--- config.mk ---
export PLATFORM = sky130hd
export DESIGN_NAME = rx_frame_release_ctrl_flat
export DESIGN_NICKNAME = d
export VERILOG_FILES = /design/src/rtl/rx_pkg.sv /design/src/rtl/rx_frame_release_ctrl_if.sv /design/src/rtl/rx_desc_fifo.sv /design/src/rtl/rx_frame_release_ctrl.sv /design/src/flat_wrapper.sv
export SDC_FILE = /design/constraint.sdc
export NUM_CORES = 1
export LEC_CHECK = 0
export ABC_AREA = 1
export CAP_MARGIN = 30
export CORE_ASPECT_RATIO = 0.5
export CORE_MARGIN = 3
export CORE_UTILIZATION = 29
export DETAILED_ROUTE_END_ITERATION = 8
export GPL_TIMING_DRIVEN = 1
export SETUP_SLACK_MARGIN = 0.2
export SKIP_LAST_GASP = 1
export SYNTH_ARGS = -nofsm -noshare
export SYNTH_HDL_FRONTEND = slang
export SYNTH_HIERARCHICAL = 1
export SYNTH_SLANG_ARGS = --single-unit
--- constraint.sdc ---
create_clock -name clk -period 5.4 [get_ports clk]
set_clock_uncertainty 0.05 [all_clocks]
set_input_delay 0.54 -clock clk [delete_from_list [all_inputs] [get_ports clk]]
set_output_delay 0.54 -clock clk [all_outputs]
set_load 0.02 [all_outputs]
--- src/rtl/rx_pkg.sv ---
// ----------------------------------------------------------------------------
// rx_pkg
// Shared types and constants for the receive frame release path.
//   FCS_BYTES   : trailing frame check sequence bytes in every received frame
//   DESC_LEN_W  : width of the length field in a queued descriptor; the
//                 controller's LEN_W parameter must match it
//   rx_desc_t   : per-frame descriptor {bad, len}
//   rx_state_t  : release controller states
// ----------------------------------------------------------------------------
package rx_pkg;

    localparam int FCS_BYTES  = 4;
    localparam int DESC_LEN_W = 11;

    typedef struct packed {
        logic                  bad;
        logic [DESC_LEN_W-1:0] len;
    } rx_desc_t;

    typedef enum logic [1:0] {
        IDLE,
        LOAD,
        FWD,
        DISC
    } rx_state_t;

endpackage

--- src/rtl/rx_frame_release_ctrl_if.sv ---
// ----------------------------------------------------------------------------
// rx_frame_release_ctrl_if
// Byte-level signals of the release controller: the read side of the MAC
// receive byte FIFO and the write side towards the L2-to-IP shim.
//   in_dout   : FIFO read data, valid the cycle after in_re
//   in_empty  : FIFO empty
//   in_re     : FIFO read enable
//   out_ready : sink can accept a byte
//   out_data  : forwarded byte
//   out_we    : byte strobe
//   out_sof   : with out_we, first byte of a frame
//   out_eof   : with out_we, last byte of a frame
// master = the controller, slave = the FIFO/sink environment.
// ----------------------------------------------------------------------------
interface rx_frame_release_ctrl_if;

    logic [7:0] in_dout;
    logic       in_empty;
    logic       in_re;
    logic       out_ready;
    logic [7:0] out_data;
    logic       out_we;
    logic       out_sof;
    logic       out_eof;

    modport master (
        input  in_dout, in_empty, out_ready,
        output in_re, out_data, out_we, out_sof, out_eof
    );

    modport slave (
        output in_dout, in_empty, out_ready,
        input  in_re, out_data, out_we, out_sof, out_eof
    );

endinterface

--- src/rtl/rx_desc_fifo.sv ---
// ----------------------------------------------------------------------------
// rx_desc_fifo
// Synchronous show-ahead FIFO of frame descriptors.
//   clk, rst_n : clock, asynchronous active-low reset
//   push       : write push_desc (ignored when full unless popping too)
//   push_desc  : descriptor to store
//   pop        : discard the head entry (ignored when empty)
//   pop_desc   : head entry, valid while !empty
//   full/empty : occupancy flags
// Pointers carry one extra wrap bit so full and empty are distinguishable.
// ----------------------------------------------------------------------------
module rx_desc_fifo
    import rx_pkg::*;
#(
    parameter int DEPTH = 4
) (
    input  logic     clk,
    input  logic     rst_n,
    input  logic     push,
    input  rx_desc_t push_desc,
    input  logic     pop,
    output rx_desc_t pop_desc,
    output logic     full,
    output logic     empty
);

    localparam int AW = $clog2(DEPTH);

    rx_desc_t      mem [DEPTH];
    logic [AW:0]   wr_ptr;
    logic [AW:0]   rd_ptr;
    logic          do_push;
    logic          do_pop;

    assign empty    = (wr_ptr == rd_ptr);
    assign full     = (wr_ptr[AW] != rd_ptr[AW]) && (wr_ptr[AW-1:0] == rd_ptr[AW-1:0]);
    assign pop_desc = mem[rd_ptr[AW-1:0]];

    // A pop frees the head slot before the push lands, so a full queue
    // still accepts a push in the same cycle as a pop.
    assign do_pop  = pop && !empty;
    assign do_push = push && (!full || do_pop);

    // NOTE: storage has no reset; the pointers alone define which entries are valid.
    always_ff @(posedge clk) begin
        if (do_push) begin
            mem[wr_ptr[AW-1:0]] <= push_desc;
        end
    end

    always_ff @(posedge clk or negedge rst_n) begin
        if (!rst_n) begin
            wr_ptr <= '0;
            rd_ptr <= '0;
        end else begin
            if (do_push) wr_ptr <= wr_ptr + 1'b1;
            if (do_pop)  rd_ptr <= rd_ptr + 1'b1;
        end
    end

endmodule

--- src/rtl/rx_frame_release_ctrl.sv ---
// ----------------------------------------------------------------------------
// rx_frame_release_ctrl
// Drains the MAC receive byte FIFO one frame at a time, driven by a queue of
// per-frame descriptors {bad, len}. Good frames are forwarded with SOF/EOF
// markers, bad frames are read out and discarded, so a bad frame never leaks
// bytes downstream.
//   clk, rst_n    : clock, asynchronous active-low reset
//   fr_len        : frame bytes in the FIFO (FCS included), valid with a pulse
//   crc_ok_pulse  : frame ended, CRC good
//   crc_bad_pulse : frame ended, CRC bad (wins if both pulse together)
//   bus           : FIFO read side and sink write side (master modport)
//   err_overflow  : sticky, a descriptor arrived while the queue was full
//   cnt_ok        : frames forwarded (wraps)
//   cnt_drop      : frames discarded (wraps)
// Build option RX_FCS_STRIP_EN: when defined, the 4 FCS bytes of good frames
// are read and discarded instead of forwarded; good frames of 4 bytes or
// fewer then become drops.
// ----------------------------------------------------------------------------
module rx_frame_release_ctrl
    import rx_pkg::*;
#(
    parameter int LEN_W      = DESC_LEN_W,
    parameter int DESC_DEPTH = 4
) (
    input  logic                  clk,
    input  logic                  rst_n,
    input  logic [LEN_W-1:0]      fr_len,
    input  logic                  crc_ok_pulse,
    input  logic                  crc_bad_pulse,
    rx_frame_release_ctrl_if.master bus,
    output logic                  err_overflow,
    output logic [15:0]           cnt_ok,
    output logic [15:0]           cnt_drop
);

    rx_state_t        state;
    rx_state_t        next_state;
    rx_desc_t         push_desc;
    rx_desc_t         pop_desc;
    logic             desc_push;
    logic             desc_pop;
    logic             q_full;
    logic             q_empty;

    logic             cur_bad;
    logic [LEN_W-1:0] cur_len;
    logic [LEN_W-1:0] load_fwd;
    logic [LEN_W-1:0] load_disc;
    logic [LEN_W-1:0] fwd_cnt;
    logic [LEN_W-1:0] disc_cnt;
    logic             fwd_frame;
    logic             first_pending;
    logic             rd_en;
    logic             fwd_rd;
    logic             frame_done;
    logic             out_we_q;
    logic             out_sof_q;
    logic             out_eof_q;

    assign desc_push = crc_ok_pulse | crc_bad_pulse;
    assign push_desc = '{bad: crc_bad_pulse, len: DESC_LEN_W'(fr_len)};
    assign desc_pop  = (state == IDLE) && !q_empty;

    rx_desc_fifo #(
        .DEPTH     (DESC_DEPTH)
    ) u_desc_fifo (
        .clk       (clk),
        .rst_n     (rst_n),
        .push      (desc_push),
        .push_desc (push_desc),
        .pop       (desc_pop),
        .pop_desc  (pop_desc),
        .full      (q_full),
        .empty     (q_empty)
    );

    // Split of the current frame into forwarded and discarded bytes.
    // A zero-length frame yields 0/0 and is retired straight from LOAD.
    // NOTE: every always_comb output gets a default first so no latch is inferred.
    always_comb begin
        load_fwd  = '0;
        load_disc = '0;
`ifdef RX_FCS_STRIP_EN
        if (!cur_bad && cur_len > LEN_W'(FCS_BYTES)) begin
            load_fwd  = cur_len - LEN_W'(FCS_BYTES);
            load_disc = LEN_W'(FCS_BYTES);
        end else begin
            load_disc = cur_len;
        end
`else
        if (!cur_bad) begin
            load_fwd  = cur_len;
        end else begin
            load_disc = cur_len;
        end
`endif
    end

    always_comb begin
        next_state = state;
        rd_en      = 1'b0;
        frame_done = 1'b0;
        case (state)
            IDLE: begin
                if (!q_empty) next_state = LOAD;
            end
            LOAD: begin
                if (load_fwd != '0)       next_state = FWD;
                else if (load_disc != '0) next_state = DISC;
                else                      next_state = IDLE;
            end
            FWD: begin
                // Reads only while the sink is ready; the byte lands one
                // cycle later, which the sink absorbs as one byte of skid.
                rd_en = !bus.in_empty && bus.out_ready;
                if (rd_en && fwd_cnt == LEN_W'(1)) begin
                    if (disc_cnt != '0) begin
                        next_state = DISC;
                    end else begin
                        next_state = IDLE;
                        frame_done = 1'b1;
                    end
                end
            end
            DISC: begin
                rd_en = !bus.in_empty;
                if (rd_en && disc_cnt == LEN_W'(1)) begin
                    next_state = IDLE;
                    frame_done = 1'b1;
                end
            end
            default: next_state = IDLE;
        endcase
    end

    assign fwd_rd = rd_en && (state == FWD);

    // NOTE: sequential state uses non-blocking assignments so every register samples pre-edge values.
    always_ff @(posedge clk or negedge rst_n) begin
        if (!rst_n) begin
            state <= IDLE;
        end else begin
            state <= next_state;
        end
    end

    always_ff @(posedge clk or negedge rst_n) begin
        if (!rst_n) begin
            cur_bad       <= 1'b0;
            cur_len       <= '0;
            fwd_cnt       <= '0;
            disc_cnt      <= '0;
            fwd_frame     <= 1'b0;
            first_pending <= 1'b0;
            out_we_q      <= 1'b0;
            out_sof_q     <= 1'b0;
            out_eof_q     <= 1'b0;
            err_overflow  <= 1'b0;
            cnt_ok        <= '0;
            cnt_drop      <= '0;
        end else begin
            out_we_q  <= fwd_rd;
            out_sof_q <= fwd_rd && first_pending;
            out_eof_q <= fwd_rd && (fwd_cnt == LEN_W'(1));

            if (desc_pop) begin
                cur_bad <= pop_desc.bad;
                cur_len <= LEN_W'(pop_desc.len);
            end

            // Sticky: a lost descriptor leaves the byte FIFO misaligned.
            if (desc_push && q_full && !desc_pop) begin
                err_overflow <= 1'b1;
            end

            case (state)
                LOAD: begin
                    fwd_cnt       <= load_fwd;
                    disc_cnt      <= load_disc;
                    fwd_frame     <= (load_fwd != '0);
                    first_pending <= 1'b1;
                    if (load_fwd == '0 && load_disc == '0) begin
                        cnt_drop <= cnt_drop + 16'd1;
                    end
                end
                FWD: begin
                    if (rd_en) begin
                        fwd_cnt       <= fwd_cnt - LEN_W'(1);
                        first_pending <= 1'b0;
                    end
                end
                DISC: begin
                    if (rd_en) disc_cnt <= disc_cnt - LEN_W'(1);
                end
                default: ;
            endcase

            if (frame_done) begin
                if (fwd_frame) cnt_ok   <= cnt_ok + 16'd1;
                else           cnt_drop <= cnt_drop + 16'd1;
            end
        end
    end

    // FIFO data is already registered and valid the cycle after the read,
    // so it passes straight through, gated to zero when no byte is strobed.
    assign bus.in_re    = rd_en;
    assign bus.out_we   = out_we_q;
    assign bus.out_sof  = out_sof_q;
    assign bus.out_eof  = out_eof_q;
    assign bus.out_data = out_we_q ? bus.in_dout : 8'h00;

endmodule

--- src/flat_wrapper.sv ---
// flat-port wrapper written by rule: the top's interface ports become plain ports
module rx_frame_release_ctrl_flat import rx_pkg::*;
#(
    parameter int LEN_W      = DESC_LEN_W,
    parameter int DESC_DEPTH = 4
)
  (clk, rst_n, fr_len, crc_ok_pulse, crc_bad_pulse, err_overflow, cnt_ok, cnt_drop, bus_in_dout, bus_in_empty, bus_out_ready, bus_in_re, bus_out_data, bus_out_we, bus_out_sof, bus_out_eof);
  rx_frame_release_ctrl_if bus_i ();
  input  logic clk;
  input  logic rst_n;
  input  logic [LEN_W-1:0] fr_len;
  input  logic crc_ok_pulse;
  input  logic crc_bad_pulse;
  output logic err_overflow;
  output logic [15:0] cnt_ok;
  output logic [15:0] cnt_drop;
  input wire logic [$bits(bus_i.in_dout)-1:0] bus_in_dout;
  input wire logic [$bits(bus_i.in_empty)-1:0] bus_in_empty;
  input wire logic [$bits(bus_i.out_ready)-1:0] bus_out_ready;
  output wire logic [$bits(bus_i.in_re)-1:0] bus_in_re;
  output wire logic [$bits(bus_i.out_data)-1:0] bus_out_data;
  output wire logic [$bits(bus_i.out_we)-1:0] bus_out_we;
  output wire logic [$bits(bus_i.out_sof)-1:0] bus_out_sof;
  output wire logic [$bits(bus_i.out_eof)-1:0] bus_out_eof;
  assign bus_i.in_dout = bus_in_dout;
  assign bus_i.in_empty = bus_in_empty;
  assign bus_i.out_ready = bus_out_ready;
  assign bus_in_re = bus_i.in_re;
  assign bus_out_data = bus_i.out_data;
  assign bus_out_we = bus_i.out_we;
  assign bus_out_sof = bus_i.out_sof;
  assign bus_out_eof = bus_i.out_eof;
  rx_frame_release_ctrl #(.LEN_W(LEN_W), .DESC_DEPTH(DESC_DEPTH)) u_core (.clk(clk), .rst_n(rst_n), .fr_len(fr_len), .crc_ok_pulse(crc_ok_pulse), .crc_bad_pulse(crc_bad_pulse), .bus(bus_i), .err_overflow(err_overflow), .cnt_ok(cnt_ok), .cnt_drop(cnt_drop));
endmodule
Word-level counts from Yosys, hierarchy flattened

Memory sizes are Yosys's and may differ from the RTL's. A register that Yosys moved wholly into a read port is not among the register bits.
Index checks and enable logic that the tools add are counted.

Memories kept: 1
RAM bits: 48
Output and inout bits: 45
Bits in registers: 68

Mux-type cells: 27
Bitwise gates (word level): 1
Add/sub/neg operators: 6
Equality and inequality tests: 13
Reductions and logical operators: 31

Memory list:

| name                   | depth | bits a word | rd ports | clocked after Yosys merged registers in | write ports | line               | RTL |
|---|---|---|---|---|---|---|---|
| u_core.u_desc_fifo.mem | 4     | 12          | 1        | 1                                       | 1           | rx_desc_fifo.sv:29 | `rx_desc_t mem [DEPTH];` |

Operator list:

| cell                  | number |
|---|---|
| $mux 16               | 4 |
| $mux 11               | 4 |
| $pmux 11 s2           | 2 |
| $reduce_bool 11->1    | 3 |
| $add 16x1->16 const B | 2 |
| $eq 11x1->1 const B   | 2 |
| $logic_not 11->1      | 2 |
| $sub 11x1->11 const B | 2 |
| $logic_and 1x1->1     | 13 |
| $mux 2                | 6 |
| $mux 8                | 1 |
| $ne 2x1->1 const B    | 4 |
| $pmux 2 s4            | 1 |
| $add 3x1->3 const B   | 2 |
| $mux 1                | 6 |
| $pmux 1 s2            | 3 |
| $reduce_and 2->1      | 3 |
| $logic_not 1->1       | 5 |
| $eq 2x2->1 const B    | 2 |
| $reduce_bool 2->1     | 2 |
| $eq 3x3->1            | 1 |
| $reduce_and 3->1      | 1 |
| $eq 2x1->1 const B    | 1 |
| $eq 2x2->1            | 1 |
| other kinds (5)       | 5 |

Depth between registers and ports, before layout

Word-level depth: 8
Mapped depth: 15
Mapped depth without buffers: 14

Cells and area by module

The synthesis kept the hierarchy.

By module, submodules not included:

| module                | times used | cells each | area each (um2) | sequential area each (um2) |
|---|---|---|---|---|
| rx_frame_release_ctrl | 1          | 587        | 4292.9          | 1851.8 |
| rx_desc_fifo          | 1          | 176        | 2230.9          | 1591.5 |

Worst setup path before layout

No wires, ideal clock.

Path kind: register to register
From: reg u_core.u_desc_fifo.rd_ptr[0]
To: mem u_core/u_desc_fifo/mem[0][0] in the netlist's numbering (enable)
Slack: 2.617 ns
Period minus slack after synthesis: 2.783 ns
Stages on the path, launching flop included: 13
Data required time: 4.970 ns
Data arrival time: 2.353 ns
Path through: dfrtp_1 > buf_6 > clkinv_2 > nand2_1 > nand2_2 > nand3_2 > inv_1 > nor2_2 > clkbuf_1 > inv_1 > nand4_4 > nand2_4 > nor2_1

Word-level cells in the longest chain between the ends: 8
Elaborated cells between the ends (all ways): 11

RTL lines:

| what                         | line                        | RTL |
|---|---|---|
| from (decl)                  | rx_desc_fifo.sv:31          | `logic [AW:0] rd_ptr;` |
| from (signal assigned)       | rx_desc_fifo.sv:57          | `if (do_pop) rd_ptr <= rd_ptr + 1'b1;` |
| $eq 3x3->1                   | rx_desc_fifo.sv:35          | `assign empty = (wr_ptr == rd_ptr);` |
| named net u_core.q_empty     | rx_frame_release_ctrl.sv:43 | `logic q_empty;` |
| $logic_not 1->1              | rx_frame_release_ctrl.sv:62 | `assign desc_pop = (state == IDLE) && !q_empty;` |
| $logic_and 1x1->1            | rx_frame_release_ctrl.sv:62 |  |
| named net u_core.desc_pop    | rx_frame_release_ctrl.sv:41 | `logic desc_pop;` |
| $logic_and 1x1->1            | rx_desc_fifo.sv:41          | `assign do_pop = pop && !empty;` |
| $logic_or 1x1->1             | rx_desc_fifo.sv:42          | `assign do_push = push && (!full \|\| do_pop);` |
| $logic_and 1x1->1            | rx_desc_fifo.sv:42          |  |
| $mux 1                       | rx_desc_fifo.sv:46          | `if (do_push) begin` |
| $mux 1 (not written as such) | rx_desc_fifo.sv:47          | `mem[wr_ptr[AW-1:0]] <= push_desc;` |
| to (decl)                    | rx_desc_fifo.sv:29          |  |

The timed path passes the listed nets, and every way through them passes these cells.

Worst setup path after layout

From: reg u_core.u_desc_fifo.rd_ptr[0]
To: mem u_core/u_desc_fifo/mem[3][7] in the netlist's numbering (enable)

Word-level cells in the longest chain between the ends: 8
Elaborated cells between the ends (all ways): 11

RTL lines:

| what                             | line |
|---|---|
| $eq 3x3->1 (*)                   | rx_desc_fifo.sv:35 |
| named net u_core.q_empty         | rx_frame_release_ctrl.sv:43 |
| $logic_not 1->1 (*)              | rx_desc_fifo.sv:41, rx_frame_release_ctrl.sv:62 |
| $logic_and 1x1->1                | rx_frame_release_ctrl.sv:62 |
| $logic_and 1x1->1 (*)            | rx_desc_fifo.sv:41 |
| $logic_or 1x1->1 (*)             | rx_desc_fifo.sv:42 |
| $logic_and 1x1->1 (*)            | rx_desc_fifo.sv:42 |
| $mux 1 (*)                       | rx_desc_fifo.sv:46 |
| $mux 1 (not written as such) (*) | rx_desc_fifo.sv:47 |

The timed path passes the listed nets; every way through them passes the cells marked *.

==> results.txt <==
Worst hold path class -> input pin to asynchronous set/reset pin
ANT nets after route -> 0
Cell with the most instances after synthesis -> nand2_1
Post-synth EDFFs -> 48
Total track usage -> 13.6%
Final period util -> 74.9%
Hpwl dp -> 11700 um
Initial antenna violation count -> 0
# diodes -> 0
RePlAce Congestion -> 0.881
Syn_nets -> 799
FMAX -> 247 MHz
Largest net degree at the start of global routing -> 49
Internal reg-to-reg setup slack -> 1.36 ns
Share of the synthesized area in the top cell type -> 30.7%
#FFs+latches synth -> 128
Final setup viols -> 0
Post-synth top area cell -> dfrtp_1
Post-DR wirelength/cell -> 13.9 um
Synthesized area per cell -> 8.55 um2
Worst Tran Pin Value -> 1.02 ns
Slew margin rel. -> 31.8%
# H-tree levels -> 4
Die height -> 112 um
CTS tree -> built
Clk sinks -> 128
Post-synthesis sequential area ratio -> 52.8%
Slew Viols, Final -> 0
Ys Warns -> 6
Synth top cells by count -> nand2_1 (196), inv_1 (90), nor2_1 (84), dfrtp_1 (80), o21ai_0 (75)
Top post-synthesis cells by area -> dfrtp_1 (31%), edfxtp_1 (22%), nand2_1 (11%), o21ai_0 (5.8%), inv_1 (5.2%)
Total of max-cap violations -> 0
Maximum root-to-sink buffer count -> 2
Crit path kind -> register to register
Clk Latency, worst-skew pair -> 0.42 ns
Fill count -> 2212
Nets -> 867
R2R Path End -> u_core/u_desc_fifo/mem[3][7]
LEAKAGE -> 3.58 nW
RR Startpoint -> u_core/u_desc_fifo/rd_ptr[0]
Minimum clock period -> 4.04 ns
RSZ-0062 raised after global routing -> false
Layout cells sized above 1 -> 7.24%
Worst Path Required -> 5.39 ns
Yosys cell types -> 44
Die area -> 24400 um2
Via density -> 4.65
Top_reg_cell synth -> dfrtp_1
Cells on worst reg2reg path -> 10
WP data arrival -> 4.04 ns
Clock root cell -> clkbuf_16
Cts bufs inserted -> 17
Initial Utilization -> 29.8%
Cell row count -> 38
Area of the mapped netlist -> 6520 um2
Fin. Hold Viols -> 0
Core box area -> 21900 um2
Non-Filler Instances -> 1143
First-pass GRT wire length -> 26200 um
Run status -> complete, no violations
Crit. End Element -> register
Drt drc -> 0
I/O Pins -> 70
Max FO, Critical Path -> 28
Final wirelength -> 15800 um
Area Growth Syn to Fin -> 23.7%
Iter 0 DRT Violations -> 451
GRT overflow -> 0
Post_cts resized -> 0
Clk pin slew, worst setup/hold paths -> 0.06 ns
Placed insts -> 1112
Startpoint type of the worst setup path -> register
Vias in the first global route -> 5069
Vias -> 5315
Max VDD drop -> 229 uV
Syn Inst Count -> 763
PortBufs -> 69
Async set-or-reset flop fraction in the synthesized netlist -> 62.5%
Total Neg Setup Slack -> 0 ns
Pre-Repair DR Iteration Count -> 5
Total Power -> 4.14 mW
PwrDens -> 513 nW/um2
Die X -> 218 um
Post-CTS setup buffer count -> 0
Hold buffers post-CTS -> 0
-- worst max-delay path: stages (launching register included) --
cell	delay (ns)
dfrtp_1	0.81
clkinv_2	0.45
nand2_1	0.18
nand2_2	0.10
nand3_2	0.13
inv_1	0.08
nor2_2	0.61
inv_1	0.19
nand4_4	0.17
nand2_4	0.09
nor2_1	0.78
-- stage by stage --
step,instance area [um2],hold slack [ns],utilization (%),setup slack (ns)
floorplan,6520,0.194,-,2.62
global placement,7450,0.425,34.1,1.66
detailed placement,7470,0.437,34.2,1.42
CTS,8070,0.0364,36.9,1.40
global route,8070,0.0652,36.9,0.996
finish,8070,0.0345,36.9,1.36
-- how the worst max path moves through the flow --
stage               slack, ns                         start                       endpoint
finish                   1.36  u_core/u_desc_fifo/rd_ptr[0]   u_core/u_desc_fifo/mem[3][7]
global route              1.0  u_core/u_desc_fifo/rd_ptr[0]   u_core/u_desc_fifo/mem[1][9]
CTS                      1.40  u_core/u_desc_fifo/rd_ptr[0]  u_core/u_desc_fifo/mem[0][11]
detailed placement       1.42  u_core/u_desc_fifo/rd_ptr[0]   u_core/u_desc_fifo/mem[0][8]
global placement         1.66  u_core/u_desc_fifo/rd_ptr[0]  u_core/u_desc_fifo/mem[3][10]
floorplan                2.62  u_core/u_desc_fifo/rd_ptr[0]   u_core/u_desc_fifo/mem[0][0]
-- where the power goes --
group / total [mW] / internal, mW / leakage, nW / switching, mW
combinational: 1.38 / 0.469 / 1.87 / 0.910
clock: 1.17 / 0.694 / 0.291 / 0.474
sequential: 1.59 / 1.32 / 1.42 / 0.267
-- cells by family after synthesis --
| family | count (synthesis) | synth area share [%] |
|---|---|---|
| AOI/OAI and AO/OA | 110 | 9.21 |
| xor gates and xnor gates | 23 | 3.32 |
| adders and majority gates | 11 | 2.11 |
| buffers and inverters | 115 | 7.61 |
| DFF | 128 | 52.8 |
| and+or+nand+nor | 376 | 25.0 |
-- area by class of cell --
class                   count  area, um2  area share (%)
well taps                 300        375            4.65
flip-flops and latches    128       3440            42.7
clock inverters            14        171            2.12
repair buffers             70        716            8.87
multi-input cells         520       2580            32.0
clock buffers              17        425            5.27
inverters                  94        357            4.42
-- registers in the layout, summed over array words and instances, names as in the netlist, 2 cells and up --
signal / cells
u_core/u_desc_fifo/wr_ptr: 3
u_core/cur_len: 11
u_core/cnt_drop: 16
u_core/disc_cnt: 11
u_core/u_desc_fifo/mem: 48
u_core/cnt_ok: 16
u_core/fwd_cnt: 11
u_core/state: 2
u_core/u_desc_fifo/rd_ptr: 3
-- metal layers --
metal  track usage, %  share of wire (%)  vias to the layer above
met5                0                  0                        -
met4             5.38                2.3                        0
met3             3.30                5.5                       36
met2             21.1                 45                      165
met1             18.4                 47                     2492
li1                 -                  -                     2622
-- cell usage in the layout, fill, tap and decap left out, drive strengths merged, types with 2 or more instances in the layout --
master and instances:
bufinv 2, nor2 92, inv 100, nand2 204, clkinv 5, ha 11
a31oi 2, xor2 18, o211ai 2, nand3b 5, clkdlybuf4s50 68, nand3 51
nor3 12, a21oi 11, nand4 9, o21ai 75, buf 2, dfrtp 80
clkbuf 17, xnor2 5, o22ai 13, edfxtp 48
No activity file was read; power rests on OpenSTA's default activity.
